<file path="src/rtl/pe_feeder_pkg.sv">
// pe_feeder_pkg
//   Shared definitions for the PE feeder: FSM state encoding, default
//   parameter values and the configuration register address map.
package pe_feeder_pkg;

  localparam int DEF_D_WIDTH     = 32;
  localparam int DEF_IACT_SIZE   = 5;
  localparam int DEF_KERNEL_SIZE = 3;
  localparam int DEF_TIMEOUT     = 64;

  // Eight host-writable words: iact[0..4] followed by weight[0..2].
  localparam int         REG_COUNT = 8;
  localparam logic [2:0] IACT_BASE = 3'd0;
  localparam logic [2:0] W_BASE    = 3'd5;

  typedef enum logic [2:0] {
    ST_IDLE      = 3'd0,
    ST_START     = 3'd1,
    ST_SEND_IACT = 3'd2,
    ST_GAP       = 3'd3,
    ST_SEND_W    = 3'd4,
    ST_WAIT      = 3'd5,
    ST_RESULT    = 3'd6
  } state_t;

endpackage

</file>
<file path="src/rtl/pe_feeder_regfile.sv">
// feeder_regfile
//   Eight-entry configuration register file. Written by the host through a
//   single write port, read combinationally through two independent ports
//   (one for the iact stream, one for the weight stream).
// Ports
//   clk, rst_n        clock, asynchronous active-low reset (clears all words)
//   we, waddr, wdata  host write port
//   raddr_a, rdata_a  combinational read port A
//   raddr_b, rdata_b  combinational read port B
module feeder_regfile
  import pe_feeder_pkg::*;
#(
  parameter int D_WIDTH = DEF_D_WIDTH
) (
  input  logic               clk,
  input  logic               rst_n,
  input  logic               we,
  input  logic [2:0]         waddr,
  input  logic [D_WIDTH-1:0] wdata,
  input  logic [2:0]         raddr_a,
  output logic [D_WIDTH-1:0] rdata_a,
  input  logic [2:0]         raddr_b,
  output logic [D_WIDTH-1:0] rdata_b
);

  logic [D_WIDTH-1:0] regs [REG_COUNT];

  always_ff @(posedge clk or negedge rst_n) begin
    if (!rst_n) begin
      for (int i = 0; i < REG_COUNT; i++) begin
        regs[i] <= '0;
      end
    end else if (we) begin
      regs[waddr] <= wdata;
    end
  end

  assign rdata_a = regs[raddr_a];
  assign rdata_b = regs[raddr_b];

endmodule

</file>
<file path="src/rtl/pe_feeder.sv">
// pe_feeder
//   Sequences one PE run: start pulse, iact stream, one-cycle gap, weight
//   stream, then waits (bounded by TIMEOUT) for the PE completion pulse,
//   captures the three result words and holds them until the host accepts.
// Ports
//   clk, rst_n                     clock, asynchronous active-low reset
//   cfg_we, cfg_addr, cfg_wdata    host config writes (honoured in IDLE only)
//   go                             start request (honoured in IDLE only)
//   busy                           high whenever the FSM is not IDLE
//   pe_start, pe_iact, pe_weight   stimulus to the PE
//   pe_done, pe_out0..2            PE completion pulse and result words
//   res_valid, res_ready, res0..2  captured results and host handshake
//   err_timeout                    sticky: PE did not finish in time
//
// state        | meaning
// -------------+------------------------------------------------------
// ST_IDLE      | accepts config writes and go
// ST_START     | one-cycle pe_start pulse
// ST_SEND_IACT | streams iact[0..IACT_SIZE-1], one word per cycle
// ST_GAP       | one idle cycle for the PE's load-to-weight switch
// ST_SEND_W    | streams weight[0..KERNEL_SIZE-1], one word per cycle
// ST_WAIT      | waits for pe_done, bounded by TIMEOUT cycles
// ST_RESULT    | res_valid held until res_ready
module pe_feeder
  import pe_feeder_pkg::*;
#(
  parameter int D_WIDTH     = DEF_D_WIDTH,
  parameter int IACT_SIZE   = DEF_IACT_SIZE,
  parameter int KERNEL_SIZE = DEF_KERNEL_SIZE,
  parameter int TIMEOUT     = DEF_TIMEOUT
) (
  input  logic               clk,
  input  logic               rst_n,
  input  logic               cfg_we,
  input  logic [2:0]         cfg_addr,
  input  logic [D_WIDTH-1:0] cfg_wdata,
  input  logic               go,
  output logic               busy,
  output logic               pe_start,
  output logic [D_WIDTH-1:0] pe_iact,
  output logic [D_WIDTH-1:0] pe_weight,
  input  logic               pe_done,
  input  logic [D_WIDTH-1:0] pe_out0,
  input  logic [D_WIDTH-1:0] pe_out1,
  input  logic [D_WIDTH-1:0] pe_out2,
  output logic               res_valid,
  input  logic               res_ready,
  output logic [D_WIDTH-1:0] res0,
  output logic [D_WIDTH-1:0] res1,
  output logic [D_WIDTH-1:0] res2,
  output logic               err_timeout
);

  localparam int SEND_MAX = (IACT_SIZE > KERNEL_SIZE) ? IACT_SIZE : KERNEL_SIZE;
  localparam int SCW      = (SEND_MAX > 1) ? $clog2(SEND_MAX) : 1;
  localparam int WCW      = $clog2(TIMEOUT + 1);

  localparam logic [SCW-1:0] IACT_LAST = SCW'(IACT_SIZE - 1);
  localparam logic [SCW-1:0] W_LAST    = SCW'(KERNEL_SIZE - 1);
  localparam logic [WCW-1:0] WAIT_LAST = WCW'(TIMEOUT - 1);

  state_t             state, state_nxt;
  logic [SCW-1:0]     snd_cnt;
  logic [WCW-1:0]     wait_cnt;
  logic [D_WIDTH-1:0] iact_rd, weight_rd;
  logic [2:0]         iact_raddr, weight_raddr;

  logic cfg_wr, run_init, snd_inc, snd_clr, wait_inc, capture, set_err;

  // One counter serves both send windows; it is cleared at the end of each.
  assign iact_raddr   = IACT_BASE + 3'(snd_cnt);
  assign weight_raddr = W_BASE + 3'(snd_cnt);

  feeder_regfile #(
    .D_WIDTH (D_WIDTH)
  ) u_regfile (
    .clk     (clk),
    .rst_n   (rst_n),
    .we      (cfg_wr),
    .waddr   (cfg_addr),
    .wdata   (cfg_wdata),
    .raddr_a (iact_raddr),
    .rdata_a (iact_rd),
    .raddr_b (weight_raddr),
    .rdata_b (weight_rd)
  );

  always_ff @(posedge clk or negedge rst_n) begin
    if (!rst_n) begin
      state <= ST_IDLE;
    end else begin
      state <= state_nxt;
    end
  end

  always_comb begin
    state_nxt = state;
    cfg_wr    = 1'b0;
    run_init  = 1'b0;
    snd_inc   = 1'b0;
    snd_clr   = 1'b0;
    wait_inc  = 1'b0;
    capture   = 1'b0;
    set_err   = 1'b0;
    case (state)
      ST_IDLE: begin
        cfg_wr = cfg_we;
        if (go) begin
          run_init  = 1'b1;
          state_nxt = ST_START;
        end
      end
      ST_START: begin
        state_nxt = ST_SEND_IACT;
      end
      ST_SEND_IACT: begin
        if (snd_cnt == IACT_LAST) begin
          snd_clr   = 1'b1;
          state_nxt = ST_GAP;
        end else begin
          snd_inc = 1'b1;
        end
      end
      ST_GAP: begin
        state_nxt = ST_SEND_W;
      end
      ST_SEND_W: begin
        if (snd_cnt == W_LAST) begin
          snd_clr   = 1'b1;
          state_nxt = ST_WAIT;
        end else begin
          snd_inc = 1'b1;
        end
      end
      ST_WAIT: begin
        // pe_done wins over a timeout landing on the same cycle.
        if (pe_done) begin
          capture   = 1'b1;
          state_nxt = ST_RESULT;
        end else if (wait_cnt == WAIT_LAST) begin
          set_err   = 1'b1;
          state_nxt = ST_IDLE;
        end else begin
          wait_inc = 1'b1;
        end
      end
      ST_RESULT: begin
        if (res_ready) begin
          state_nxt = ST_IDLE;
        end
      end
      default: begin
        state_nxt = ST_IDLE;
      end
    endcase
  end

  always_ff @(posedge clk or negedge rst_n) begin
    if (!rst_n) begin
      snd_cnt     <= '0;
      wait_cnt    <= '0;
      err_timeout <= 1'b0;
      res0        <= '0;
      res1        <= '0;
      res2        <= '0;
    end else begin
      if (run_init || snd_clr) begin
        snd_cnt <= '0;
      end else if (snd_inc) begin
        snd_cnt <= snd_cnt + 1'b1;
      end

      if (run_init) begin
        wait_cnt <= '0;
      end else if (wait_inc) begin
        wait_cnt <= wait_cnt + 1'b1;
      end

      if (run_init) begin
        err_timeout <= 1'b0;
      end else if (set_err) begin
        err_timeout <= 1'b1;
      end

      // PE words are passed through untouched; accumulation across runs
      // happens inside the PE.
      if (capture) begin
        res0 <= pe_out0;
        res1 <= pe_out1;
        res2 <= pe_out2;
      end
    end
  end

  assign busy      = (state != ST_IDLE);
  assign pe_start  = (state == ST_START);
  assign pe_iact   = (state == ST_SEND_IACT) ? iact_rd   : '0;
  assign pe_weight = (state == ST_SEND_W)    ? weight_rd : '0;
  assign res_valid = (state == ST_RESULT);

endmodule

</file>
<file path="config.mk">
export PLATFORM = sky130hd
export DESIGN_NAME = pe_feeder
export DESIGN_NICKNAME = d
export VERILOG_FILES = /design/src/rtl/pe_feeder_pkg.sv /design/src/rtl/pe_feeder_regfile.sv /design/src/rtl/pe_feeder.sv
export SDC_FILE = /design/constraint.sdc
export NUM_CORES = 1
export LEC_CHECK = 0
export CAP_MARGIN = 25
export CORE_ASPECT_RATIO = 0.5
export CORE_MARGIN = 1.5
export CORE_UTILIZATION = 49
export CTS_CLUSTER_SIZE = 25
export DETAILED_ROUTE_END_ITERATION = 8
export PLACE_DENSITY = 0.79
export SLEW_MARGIN = 5
export SYNTH_ARGS = -nofsm -noshare
export SYNTH_HDL_FRONTEND = slang
export SYNTH_SLANG_ARGS = --single-unit
</file>
<file path="constraint.sdc">
create_clock -name clk -period 4 [get_ports clk]
set_input_delay 0.8 -clock clk [delete_from_list [all_inputs] [get_ports clk]]
set_output_delay 0.8 -clock clk [all_outputs]
set_load 0.005 [all_outputs]
</file>
Yosys cells after proc, flatten, opt, wreduce, memory -nomap -nowiden:

Index checks and enable logic that the tools add are counted.

* register bits after elaboration: 366
* latch bits: 0
* memory bits (writable): 0
* memory bits (read-only): 0
* bits of input ports: 137
* output and inout port bits: 164
* logic and storage cells: 88
* memories kept: 0

* add/sub/neg operators: 3
* multiply operators: 0
* div/mod/pow operators: 0
* magnitude comparators: 4
* eq/ne operators: 14
* shift-type cells: 0
* muxes and demuxes: 41
* bitwise gates (word level): 3
* reductions and logical operators: 8

Operator list (count)
* 256-bit bitwise mux: 1
* 32-bit 2-to-1 mux: 7
* 32-bit binary-select mux with 3-bit select: 2
* 32-bit demux with 3-bit select: 1
* 3-bit 2-to-1 mux: 8
* 3-bit one-hot mux with 7 select lines: 1
* 1-bit 2-to-1 mux: 17
* 7-bit 2-to-1 mux: 2
* 3-bit == test, second input constant: 4
* 4-bit greater-or-equal comparator, second input constant: 3
* 3-bit inverter with 4-bit output: 3
* 3-bit by 2-bit == test with 1-bit output, second input constant: 3
* 7-bit by 1-bit adder with 7-bit output, second input constant: 1
* 7-bit by 6-bit == test with 1-bit output, second input constant: 1
* 2-bit != test, second input constant: 3
* 2-bit nonzero test: 3
* 5-bit AND reduction: 1
* 4-bit by 1-bit < comparator with 1-bit output, second input constant: 1
* 1-bit one-hot mux with 2 select lines: 2
* 3-bit by 1-bit adder with 3-bit output, second input constant: 1
* 3-bit adder, first input constant: 1
* 3-bit by 1-bit == test with 1-bit output, second input constant: 1
* 3-bit zero test: 1
* 3-bit != test, second input constant: 1
* other kinds (4): 4

Longest topological paths before layout:

* depth after elaboration: 6
* depth in mapped cells: 11
* gate-level depth less buffers: 6

Modules after synthesis:

A second synthesis with hierarchy kept.

* cells, all modules: 1142
* area total of the unflattened synthesis: 18531.5 sq um

By module, submodules not included
* feeder_regfile: instances 1, cells each 779, area an instance 13713.2 sq um, sequential area each 6406.1 sq um
* pe_feeder: instances 1, cells each 363, area an instance 4818.4 sq um, sequential area each 2752.6 sq um

Worst setup path after synthesis:

Ideal clock, no wire load.

* path type: reg-to-output
* start point: register snd_cnt[0]
* end point: output pe_weight[14]
* arrival: 2451 ps
* required time: 3200 ps
* setup slack: 749 ps
* cell stages (with the launch flop): 12
* cell sequence: dfrtp_1 > clkbuf_1 > buf_4 > buf_2 > buf_2 > inv_1 > ha_1 > buf_2 > buf_1 > mux4_2 > nand2_1 > a21oi_1

* word-level cells in the longest chain between the ends: 6

Ends and longest elaborated chain
* from (decl): RTL line pe_feeder.sv:63 `logic [SCW-1:0] snd_cnt;`
* from (signal assigned): RTL line pe_feeder.sv:170 `snd_cnt <= snd_cnt + 1'b1;`
* 3-bit adder: RTL line pe_feeder.sv:72 `assign weight_raddr = W_BASE + 3'(snd_cnt);`
* 3-bit inverter with 4-bit output (implied by the code): RTL line pe_feeder_regfile.sv:39 `assign rdata_b = regs[raddr_b];`
* 32-bit binary-select mux with 3-bit select: RTL line pe_feeder_regfile.sv:39
* 32-bit 2-to-1 mux (implied by the code) (2 in a row): RTL line pe_feeder_regfile.sv:39
* 32-bit 2-to-1 mux: RTL line pe_feeder.sv:198 `assign pe_weight = (state == ST_SEND_W) ? weight_rd : '0;`
* to (decl): RTL line pe_feeder.sv:41 `output logic [D_WIDTH-1:0] pe_weight,`

Every way passes these cells. The select of a mux whose other input is x is not followed.

Worst setup path after layout:

* start point: register snd_cnt[0]
* end point: output pe_weight[8]

Same word-level chain as after synthesis.

==> results_dict.tcl <==
set metrics [dict create \
    status "finished clean" \
    antennaDiodeCount 0 \
    start_util_pct 49.8 \
    nNetsFinal 1605 \
    post_cts_buffers 0 \
    vias 11700 \
    synth_fp_nets 1324 \
    clockBufferDepth 3 \
    final_cells 1969 \
    synthTopCellsByArea "dfrtp_1 51%, mux2_2 22%, mux4_2 16%, mux2i_1 2.0%, nand2_1 1.6%" \
    seqCellArea_mm2 0.00917 \
    cts.clk_slew.worst_paths_ns 0.06 \
    finalCriticalPeriod_ns 3.76 \
    yosys.area.top_type "dfrtp_1" \
    synth-async-reset-ratio_pct 100 \
    start_kind "flop" \
    grt_pass1_wl_um 74300 \
    fin_crit_sh_pct 93.9 \
    synthCells 1183 \
    pin_count 301 \
    chipWidth_um 274 \
    io_buffer_count 300 \
    endpoint_kind "output pin" \
    cts_num_sinks 366 \
    setup_viol 0 \
    p_leak_uw 0.00934 \
    fmax_ghz 0.266 \
    grt_max_degree 130 \
    fp-row-count 49 \
    pre_cts_slack_ns 0.583 \
    syn_area_mm2 0.0179 \
    avgViaCountPerCell 5.96 \
    final_util_pct 62.6 \
    post_cts_resized 0 \
    core_mm2 0.0360 \
    drt_first_pass_iters 5 \
    ys.warnings.count 0 \
    fin_setup_tns_ns 0 \
    drv_cap 0 \
    layout_commonest_cell "dfrtp_1" \
    antenna_found_initial 0 \
    routed_wirelength_um 47700 \
    multiInputGateArea_mm2 0.00835 \
    slew_headroom_pct 41.6 \
    worstMarginPinSlew_ns 0.875 \
    rsz0062_at_grt "false" \
    clock_latency_ns 0.52 \
    clock-root-buffer "clkbuf_16" \
    drtIter0Drc 939 \
    seq_area_frac_synth_pct 51.1 \
    ys_ff_latch 366 \
    numCtsBuffers 35 \
    cts_max_level 2 \
    path_max_fanout 129 \
    grt_pass1_vias 13000 \
    final_cell_mix "363 x dfrtp_1, 345 x mux2_2, 299 x clkdlybuf4s50_1" \
    slew_violations 0 \
    fillers 2596 \
    grt_use_total_pct 25.5 \
    ir_worst_vdd_v 0.000724 \
    fin_ws_ns 0.243 \
    cts_tree "built" \
    area_delta_synth_final_pct 25.7 \
    die-area_mm2 0.0378 \
    synthDominantCellAreaShare_pct 51.1 \
    drive_gt1_share_pct 38.3 \
    syn_avg_cell_area_um2 15.2 \
    p_per_area_mw_per_mm2 794 \
    placed_cells 1911 \
    fin_skew_ns 0.0161 \
    dieHeight_um 138 \
    synth_ff_type "dfrtp_1" \
    hold_viol 0 \
    synth_edf_count 0 \
    worstSetupPathType "flop to output pin" \
    holdCritPathClass "input port to async pin" \
    grt_overflow 0 \
    crit_arrival_ns 2.96 \
    cts_hold_buffers 0 \
    place.gp.congestion 0.794 \
    postRouteAntennaNets 0 \
    routedWlPerCell_um 24.2 \
    dp.final_hpwl_um 30500 \
    whs_ns 0.295 \
    cp.required_ns 3.20 \
    drc 0 \
    post_synth_num_cell_types 44 \
]
[sequential cells by signal, summed over array words and instances, names as in the netlist]
| name | flops |
|---|---|
| u_regfile.regs | 256 |
| state | 3 |
| err_timeout | 1 |
| snd_cnt | 3 |
| res1 | 32 |
| res2 | 32 |
| wait_cnt | 7 |
| res0 | 32 |
[layer usage]
metal	track usage [%]	share of wire [%]
met3	6.04	7.0
met5	0	0
met1	32.6	40
met4	7.97	2.6
met2	43.3	51
[stage by stage]
step           area [um^2]  total power (uW)
2_1_floorplan        17900             11500
3_3_place_gp         21500             14400
3_5_place_dp         21500             14800
4_1_cts              22500             18000
5_1_grt              22500             18800
6_report             22500             17900
[Yosys cell counts (all sizes together), types with 2 or more instances]
| cell | count |
|---|---|
| dfrtp | 366 |
| mux2 | 352 |
| mux4 | 128 |
| nand2 | 77 |
| buf | 68 |
| nor2 | 45 |
| a21oi | 39 |
| mux2i | 35 |
| clkbuf | 16 |
| nand3 | 5 |
| o21ai | 5 |
| ha | 4 |
| nand3b | 4 |
| nor3 | 4 |
| xnor2 | 4 |
| inv | 3 |
| nor2b | 3 |
| and2 | 2 |
| and3 | 2 |
| nand2b | 2 |
| nor3b | 2 |
| o21a | 2 |
| o31a | 2 |
| xor2 | 2 |
[cells by family (layout without fill, tap and decap cells)]
logic type	after synthesis	after routing	synth area share [%]
compound gates	53	53	1.63
flops	366	366	51.1
mux	515	515	40.1
simple gates	151	151	3.94
fa+ha+maj	4	4	0.279
buf+inv	88	390	2.62
xor+xnor	6	6	0.293
[power by group]
group,leakage [uW],internal (uW),switching (uW),total (uW)
clock network,0.000520,1740,1380,3120
logic,0.00422,4860,3160,8010
registers,0.00460,5470,1270,6740
[critical path: stages, from the launching register on]
cell and delay (ns):
dfrtp_4 0.44, buf_12 0.65, mux4_2 0.60, nand2_1 0.15
a21oi_1 0.09, clkdlybuf4s50_1 0.45
[layout make-up]
class,count,area share (%)
clock buffers,51,4.46
clock inverters,7,0.172
inverters,4,0.0666
multi-input cells,729,37.1
flip-flops and latches,366,40.7
well taps,484,2.69
repair buffers,328,14.8
[final timing paths]
| check | slack (ns) | end | start | cells after the start |
|---|---|---|---|---|
| worst min register to register | 0.50 | res0[26] | res0[26] | 1 |
| max in group asynchronous | 2.67 | snd_cnt[1] | rst_n | 2 |
| worst max register to register | 1.46 | u_regfile.regs[11] | state[1] | 5 |
| min in group clk | 0.50 | res0[26] | res0[26] | 1 |
| worst min-delay path | 0.30 | u_regfile.regs[138] | rst_n | 1 |
| worst max-delay path | 0.24 | pe_weight[8] | snd_cnt[0] | 5 |
Note: power is estimated with default switching activity, not from simulation.
